`config.mk`:
```
export PLATFORM = sky130hd
export DESIGN_NAME = mem_responder_flat
export DESIGN_NICKNAME = d
export VERILOG_FILES = /design/src/rtl/coa_cpu_pkg.sv /design/src/rtl/mem_responder_if.sv /design/src/rtl/mem_array_256x16.sv /design/src/rtl/mem_responder.sv /design/src/flat_wrapper.sv
export SDC_FILE = /design/constraint.sdc
export NUM_CORES = 2
export LEC_CHECK = 0
export ABC_AREA = 1
export CORE_UTILIZATION = 55
export CTS_CLUSTER_DIAMETER = 50
export CTS_CLUSTER_SIZE = 40
export DETAILED_ROUTE_END_ITERATION = 8
export PLACE_DENSITY = 0.71
export SYNTH_ARGS = -nofsm -noshare
export SYNTH_HDL_FRONTEND = slang
export SYNTH_SLANG_ARGS = --single-unit
```
`constraint.sdc`:
```
create_clock -name CLK -period 4.8 [get_ports CLK]
set_input_delay 0.72 -clock CLK [delete_from_list [all_inputs] [get_ports CLK]]
set_output_delay 0.72 -clock CLK [all_outputs]
set_load 0.005 [all_outputs]
```
`src/rtl/coa_cpu_pkg.sv`:
```
// Shared COA CPU definitions: CON control-word bit positions, datapath widths
// and the memory responder state encoding.
package coa_cpu_pkg;

    localparam int CON_W      = 32;
    localparam int MEM_WR_BIT = 2;
    localparam int MEM_RD_BIT = 3;

    localparam int ADDR_W = 8;
    localparam int DATA_W = 16;
    localparam int DEPTH  = 1 << ADDR_W;

    localparam int CNT_W = 4;

    typedef enum logic [1:0] {
        IDLE = 2'd0,
        WAIT = 2'd1
    } mem_state_e;

endpackage

```
`src/rtl/mem_responder_if.sv`:
```
// Memory command/response bundle between the CPU datapath (master) and the
// memory responder (slave).
interface mem_responder_if;
    import coa_cpu_pkg::*;

    logic [CON_W-1:0]  CON;
    logic [ADDR_W-1:0] MAR_IN;
    logic [DATA_W-1:0] MBR_IN;
    logic [DATA_W-1:0] MEM_OUT;
    logic              BUSY;
    logic              ACK;
    logic              PERR;

    modport master (
        output CON, MAR_IN, MBR_IN,
        input  MEM_OUT, BUSY, ACK, PERR
    );

    modport slave (
        input  CON, MAR_IN, MBR_IN,
        output MEM_OUT, BUSY, ACK, PERR
    );

endinterface

```
`src/rtl/mem_array_256x16.sv`:
```
// 256-word store with synchronous write and registered read port.
// With RAM_PARITY_EN each word carries an extra even-parity bit and perr_o flags a mismatch.
module mem_array_256x16
    import coa_cpu_pkg::*;
(
    input  logic              CLK,
    input  logic              RST,
    input  logic              we_i,
    input  logic              re_i,
    input  logic [ADDR_W-1:0] addr_i,
    input  logic [DATA_W-1:0] wdata_i,
    output logic [DATA_W-1:0] rdata_o,
    output logic              perr_o
);

`ifdef RAM_PARITY_EN
    localparam int WORD_W = DATA_W + 1;
`else
    localparam int WORD_W = DATA_W;
`endif

    logic [WORD_W-1:0] mem_q [DEPTH];
    logic [WORD_W-1:0] rd_q;
    logic [WORD_W-1:0] word_in;

`ifdef RAM_PARITY_EN
    assign word_in = {^wdata_i, wdata_i};
    // stored parity against parity of the returned data, both from the read register
    assign perr_o  = rd_q[DATA_W] ^ (^rd_q[DATA_W-1:0]);
`else
    assign word_in = wdata_i;
    assign perr_o  = 1'b0;
`endif

    assign rdata_o = rd_q[DATA_W-1:0];

    // contents survive reset; only the read register is cleared
    always_ff @(posedge CLK) begin
        if (we_i) begin
            mem_q[addr_i] <= word_in;
        end
    end

    always_ff @(posedge CLK or posedge RST) begin
        if (RST) begin
            rd_q <= '0;
        end else if (re_i) begin
            rd_q <= mem_q[addr_i];
        end
    end

endmodule

```
`src/rtl/mem_responder.sv`:
```
// Memory responder: accepts CON read/write strobes, waits LAT cycles, then
// completes the access with a one-cycle ACK. Build option RAM_PARITY_EN enables word parity.
module mem_responder
    import coa_cpu_pkg::*;
#(
    parameter int unsigned LAT = 1
)
(
    input  logic            CLK,
    input  logic            RST,
    mem_responder_if.slave  bus
);

    localparam logic [CNT_W-1:0] LAT_CNT = LAT[CNT_W-1:0];

    mem_state_e        state_q;
    logic [CNT_W-1:0]  cnt_q;
    logic [ADDR_W-1:0] addr_q;
    logic [DATA_W-1:0] data_q;
    logic              op_wr_q;
    logic              busy_q;
    logic              ack_q;

    logic              wr_stb;
    logic              rd_stb;
    logic              done;
    logic [DATA_W-1:0] mem_rdata;
    logic              mem_perr;
    logic              unused_con;

    assign wr_stb     = bus.CON[MEM_WR_BIT];
    assign rd_stb     = bus.CON[MEM_RD_BIT];
    assign unused_con = ^{bus.CON[CON_W-1:MEM_RD_BIT+1], bus.CON[MEM_WR_BIT-1:0]};
    assign done       = (state_q == WAIT) && (cnt_q == '0);

    always_ff @(posedge CLK or posedge RST) begin
        if (RST) begin
            state_q <= IDLE;
            cnt_q   <= '0;
            addr_q  <= '0;
            data_q  <= '0;
            op_wr_q <= 1'b0;
            busy_q  <= 1'b0;
            ack_q   <= 1'b0;
        end else begin
            ack_q <= 1'b0;
            case (state_q)
                IDLE: begin
                    if (wr_stb || rd_stb) begin
                        addr_q  <= bus.MAR_IN;
                        data_q  <= bus.MBR_IN;
                        // a write with a simultaneous read strobe wins; the read is dropped
                        op_wr_q <= wr_stb;
                        cnt_q   <= LAT_CNT;
                        busy_q  <= 1'b1;
                        state_q <= WAIT;
                    end
                end
                WAIT: begin
                    if (cnt_q != '0) begin
                        cnt_q <= cnt_q - 1'b1;
                    end else begin
                        ack_q   <= 1'b1;
                        busy_q  <= 1'b0;
                        state_q <= IDLE;
                    end
                end
                default: begin
                    state_q <= IDLE;
                    busy_q  <= 1'b0;
                end
            endcase
        end
    end

    mem_array_256x16 u_mem (
        .CLK     (CLK),
        .RST     (RST),
        .we_i    (done && op_wr_q),
        .re_i    (done && !op_wr_q),
        .addr_i  (addr_q),
        .wdata_i (data_q),
        .rdata_o (mem_rdata),
        .perr_o  (mem_perr)
    );

    assign bus.MEM_OUT = mem_rdata;
    assign bus.PERR    = mem_perr;
    assign bus.BUSY    = busy_q;
    assign bus.ACK     = ack_q;

endmodule

```
`src/flat_wrapper.sv`:
```
// flat-port wrapper written by rule: the top's interface ports become plain ports
module mem_responder_flat import coa_cpu_pkg::*;
#(
    parameter int unsigned LAT = 1
)
  (CLK, RST, bus_CON, bus_MAR_IN, bus_MBR_IN, bus_MEM_OUT, bus_BUSY, bus_ACK, bus_PERR);
  mem_responder_if bus_i ();
  input  logic CLK;
  input  logic RST;
  input wire logic [$bits(bus_i.CON)-1:0] bus_CON;
  input wire logic [$bits(bus_i.MAR_IN)-1:0] bus_MAR_IN;
  input wire logic [$bits(bus_i.MBR_IN)-1:0] bus_MBR_IN;
  output wire logic [$bits(bus_i.MEM_OUT)-1:0] bus_MEM_OUT;
  output wire logic [$bits(bus_i.BUSY)-1:0] bus_BUSY;
  output wire logic [$bits(bus_i.ACK)-1:0] bus_ACK;
  output wire logic [$bits(bus_i.PERR)-1:0] bus_PERR;
  assign bus_i.CON = bus_CON;
  assign bus_i.MAR_IN = bus_MAR_IN;
  assign bus_i.MBR_IN = bus_MBR_IN;
  assign bus_MEM_OUT = bus_i.MEM_OUT;
  assign bus_BUSY = bus_i.BUSY;
  assign bus_ACK = bus_i.ACK;
  assign bus_PERR = bus_i.PERR;
  mem_responder #(.LAT(LAT)) u_core (.CLK(CLK), .RST(RST), .bus(bus_i));
endmodule
```
# Word-level counts from Yosys, hierarchy flattened

Memory sizes are Yosys's and may differ from the RTL's. A register that Yosys moved wholly into a read port is not among the register bits.
Index checks and enable logic that the tools add are counted.

$add $sub $neg: 1
Equality and inequality tests: 4
Mux-type cells: 13
Reductions and logical operators: 12

Operators by type and width:

| cell                | number |
|---|---|
| $mux 4              | 2 |
| $pmux 4 s2          | 1 |
| $mux 1              | 6 |
| $logic_not 4->1     | 1 |
| $mux 2              | 2 |
| $ne 2x2->1 const B  | 2 |
| $pmux 2 s2          | 1 |
| $reduce_and 2->1    | 2 |
| $reduce_bool 4->1   | 1 |
| $sub 4x1->4 const B | 1 |
| $logic_and 1x1->1   | 3 |
| $reduce_and 3->1    | 1 |
| $eq 2x1->1 const B  | 1 |
| $logic_not 2->1     | 1 |
| $ne 2x1->1 const B  | 1 |
| $pmux 1 s2          | 1 |
| $reduce_bool 2->1   | 1 |
| $logic_not 1->1     | 1 |
| $logic_or 1x1->1    | 1 |

Flip-flop bits (word level): 33
Bits in writable memories: 4,096
Logic and storage cells: 38
Memories kept: 1

Memory list:

| memory             | words | width | read ports | clocked after Yosys merged registers in | wr ports | RTL line               | text |
|---|---|---|---|---|---|---|---|
| u_core.u_mem.mem_q | 256   | 16    | 1          | 1                                       | 1        | mem_array_256x16.sv:22 | `logic [WORD_W-1:0] mem_q [DEPTH];` |

# Logic depth before layout (Yosys ltp)

Depth in word-level cells: 5
Gate-level depth with buffers: 19
Depth with buffers taken out: 15

# By module

From an unflattened synthesis, not the netlist that was laid out.

Cells, all modules: 15,294
Area, all modules: 168,315.2 um^2

Modules (own cells, without submodules):

| module           | instances | cells each | area an instance (um^2) | seq. area each (um^2) |
|---|---|---|---|---|
| mem_array_256x16 | 1         | 15,145     | 167,041.5               | 123,398.3 |
| mem_responder    | 1         | 149        | 1,273.7                 | 775.7 |

# Worst setup path after synthesis

No wires, ideal clock.

Path type: register to register
Start: reg u_core.data_q[0]
End: mem u_core.u_mem.mem_q[0][0] (netlist bit) (data pin)
Arrival: 3,179 ps
Path slack: 818 ps
Cell stages (with the launch flop): 1
Clock period less this slack: 3,982 ps
Path through: dfrtp_1

RTL lines:

| element                  | RTL line               | text |
|---|---|---|
| start: declaration       | mem_responder.sv:19    | `logic [DATA_W-1:0] data_q;` |
| start signal: assignment | mem_responder.sv:51    | `data_q <= bus.MBR_IN;` |
| end: declaration         | mem_array_256x16.sv:22 |  |

Straight into the memory's write port.

# Worst setup path in the final report

Start: reg u_core.addr_q[0]
End: mem u_core.u_mem.mem_q[41][9] (netlist bit) (enable)

RTL lines:

| element                  | RTL line            | text |
|---|---|---|
| start: declaration       | mem_responder.sv:18 | `logic [ADDR_W-1:0] addr_q;` |
| start signal: assignment | mem_responder.sv:50 | `addr_q <= bus.MAR_IN;` |

Straight into the memory's write port.

==> results.toml <==
[outcome]
outcome = "completed"

[logic_synthesis]
syn_area_per_cell_um2 = 11.3
synth-compound-area-share = 0.0154
synth-simple-area-share = 0.214
yosys_warnings = 0
synth_edf_count = 4096
synthArstFlopShare = 0.0113
synth.net_count = 14800
ys_top_cells_by_count = "7814 x nand2_1, 4096 x edfxtp_1, 891 x nor2_1"
synth.area.mux_share = 0.00115
synth_top_family_by_area = "simple AND/OR/NAND/NOR gates"
synth_xor_xnor_area_share = 0.000105
synth_seq_cells = 4143
syn-cell-area_um2 = 166000
syn_inst = 14700
synth_most_common_cell = "nand2_1"
netlist.area_leader.share = 0.740
yosysUniqueCellTypes = 30
ys_seq_area_frac = 0.747
synth_fa_ha_area_frac = 0.0000752
yosys-top-cells-area = "edfxtp_1 74%, nand2_1 18%, nor2_1 2.0%"
yosysTopAreaCell = "edfxtp_1"
synth_flop_cell = "edfxtp_1"

[power]
p_clk_frac = 0.267
ir_worst_vdd_mv = 0.664
power.switching_mw = 46.7
p_leak_nw = 71.0
sw_frac_of_total = 0.398
seqPwrFrac = 0.402
p_per_area_nw_per_um2 = 627
intPower_mw = 70.6
pwr-share-comb = 0.331

[global_route]
grt_usage = 0.301
antenna_found_initial = 10
overflow = 0
grt_pass1_wl_um = 669000
grt_max_degree = 197
grt_pass1_vias = 102000

[critical_path]
cp_slowest_stage_delay_ns = 1.07
path_class = "flip-flop to flip-flop"
rr_startpoint = "u_core.addr_q[0]"
critPathMaxFanout = 39
crit_family = "simple AND/OR/NAND/NOR gates"
worstSetupPathDepth = 5
cp_num_buf_inv = 2
cp.required_ns = 5.51
crit_path_start_kind = "flip-flop"
crit_start = "u_core.addr_q[0]"
reg2reg_to = "u_core.u_mem.mem_q[41][9]"
ff2ff_setup_slack_ns = 0.45
crit_path_end = "u_core.u_mem.mem_q[41][9]"
critPathCaptureType = "flip-flop"
worstPathCellList = "inv_8, nor3_2, nand2_2, nor2_1, buf_4"
cp_slowest_cell = "nor2_1"
r2r_cells = 5
arrival_ns = 5.05

[finish]
num-nets-final = 15000
register_area_um2 = 124000
multi_input_area_um2 = 38500
drive_gt1_frac = 0.0869
area_growth_pct = 12.4
fin_area_um2 = 187000
num-fill-cells = 22200

[floorplan]
io_pins = 77
die_x_um = 552
die_h_um = 552
die_area_um2 = 305000
start_util = 0.554
core_area_um2 = 300000
std_cell_rows = 201

[timing]
setup_violations = 0
max_freq_mhz = 230
rsz0062_at_grt = "false"
slew_viol_final = 0
setup_tns_ns = 0
worst_slew_pin_slew_ns = 1.16
hold_viol_final = 0
fin_crit_ns = 4.35
slew_headroom = 0.226
worst_clock_skew_ns = 0.0974
period_share = 0.905

[cts]
cts_tree = "yes"
postCtsResizedCells = 0
clkSinkCount = 4143
root_buffer = "clkbuf_16"
clkTransAtPathRegs_ns = 0.07
ctsHoldBuffers = 0
cts_max_path_buffers = 4
htreeDepth = 5
clk_latency_ns = 1.04
postCtsSetupBuffers = 0
cts_buffers = 363

[routing]
routedWlPerCell_um = 24.0
wl_um = 462000
dr.pass1.iters = 8
vias = 110000
route.detailed.drc = 0
first_iter_violations = 15600
via_per_inst = 5.73
final_antenna_net_count = 0

[flow_run]
cap_viol_max_count = 0

[min_path]
hold_path_class = "primary input to async pin"

[placement]
place_area_um2 = 174000
io_buffers = 45
dp_hpwl_um = 267000
finalWeightedCongestion = 0.980
==> per-layer routing <==
layer,up-vias,share of wire,global-route usage
met4,12,0.055,0.148
met3,1061,0.11,0.0596
met5,-,0.00018,0
met2,6331,0.46,0.466
met1,52900,0.38,0.410
li1,49800,-,-
==> cell families (layout without fill, tap and decap cells) <==
family          Yosys count  count (layout)
simple gates           9227            9227
other cells               1               9
fa+ha+maj                 1               1
compound gates          505             505
xor+xnor                  2               2
flops                  4143            4143
buf+inv                 806            1357
mux                      17              17
==> how the worst min path moves through the flow <==
| stage | startpoint | endpoint | slack (ns) | depth (start not counted) |
|---|---|---|---|---|
| floorplan | u_core.op_wr_q | u_core.op_wr_q | 0.50 | 1 |
| global placement | u_core.cnt_q[1] | u_core.cnt_q[1] | 0.53 | 2 |
| detailed placement | u_core.cnt_q[1] | u_core.cnt_q[1] | 0.53 | 2 |
| CTS | RST | u_core.cnt_q[3] | 0.14 | 2 |
| global route | RST | u_core.addr_q[1] | 0.20 | 2 |
| finish | RST | u_core.cnt_q[3] | 0.15 | 2 |
==> final cells by class <==
type / instances / share of cell area
multi-input cells: 9753 / 0.206
diodes: 8 / 0.000107
repair buffers: 626 / 0.0318
clock buffers: 386 / 0.0497
flip-flops and latches: 4143 / 0.664
well taps: 3958 / 0.0265
clock inverters: 293 / 0.0202
inverters: 52 / 0.00120
==> stage by stage <==
stage	hold slack, ns	setup WS (ns)	instances	utilization	power (mW)
final	0.147	0.454	19200	0.623	117
after global routing	0.202	0.303	19200	0.623	121
after CTS	0.141	0.573	19200	0.623	117
after detailed placement	0.528	0.572	18500	0.579	85.7
after global placement	0.529	0.762	18500	0.579	85.1
after floorplan	0.503	0.818	14700	-	69.8
==> placed cells by master (no fill, tap or decap), types with 91 or more instances in the layout <==
cell type,Yosys,layout
nand4_1,251,251
nand3_1,247,247
a21oi_1,236,236
edfxtp_1,4096,4096
nor2_1,891,885
clkbuf_16,0,368
o21ai_1,215,214
nand2_1,7814,7797
buf_4,18,490
buf_12,0,91
==> state kept, by name, summed over array words and instances (netlist names) <==
name	cells
u_core.op_wr_q	1
u_core.addr_q	8
u_core.data_q	16
u_core.u_mem.mem_q	4096
u_core.u_mem.rdata_o	16
u_core.cnt_q	4
u_core.state_q	1
u_core.bus.ACK	1
==> power by group through the flow <==
stage	Clock [mW]	Combinational [mW]	Sequential (mW)
after floorplan	0	19.6	50.1
after global placement	0	37.3	47.8
after detailed placement	0	37.8	47.9
after CTS	31.5	38.0	47.1
after global routing	32.8	41.5	47.1
final	31.3	38.8	47.1
No activity file was read; power rests on OpenSTA's default activity.
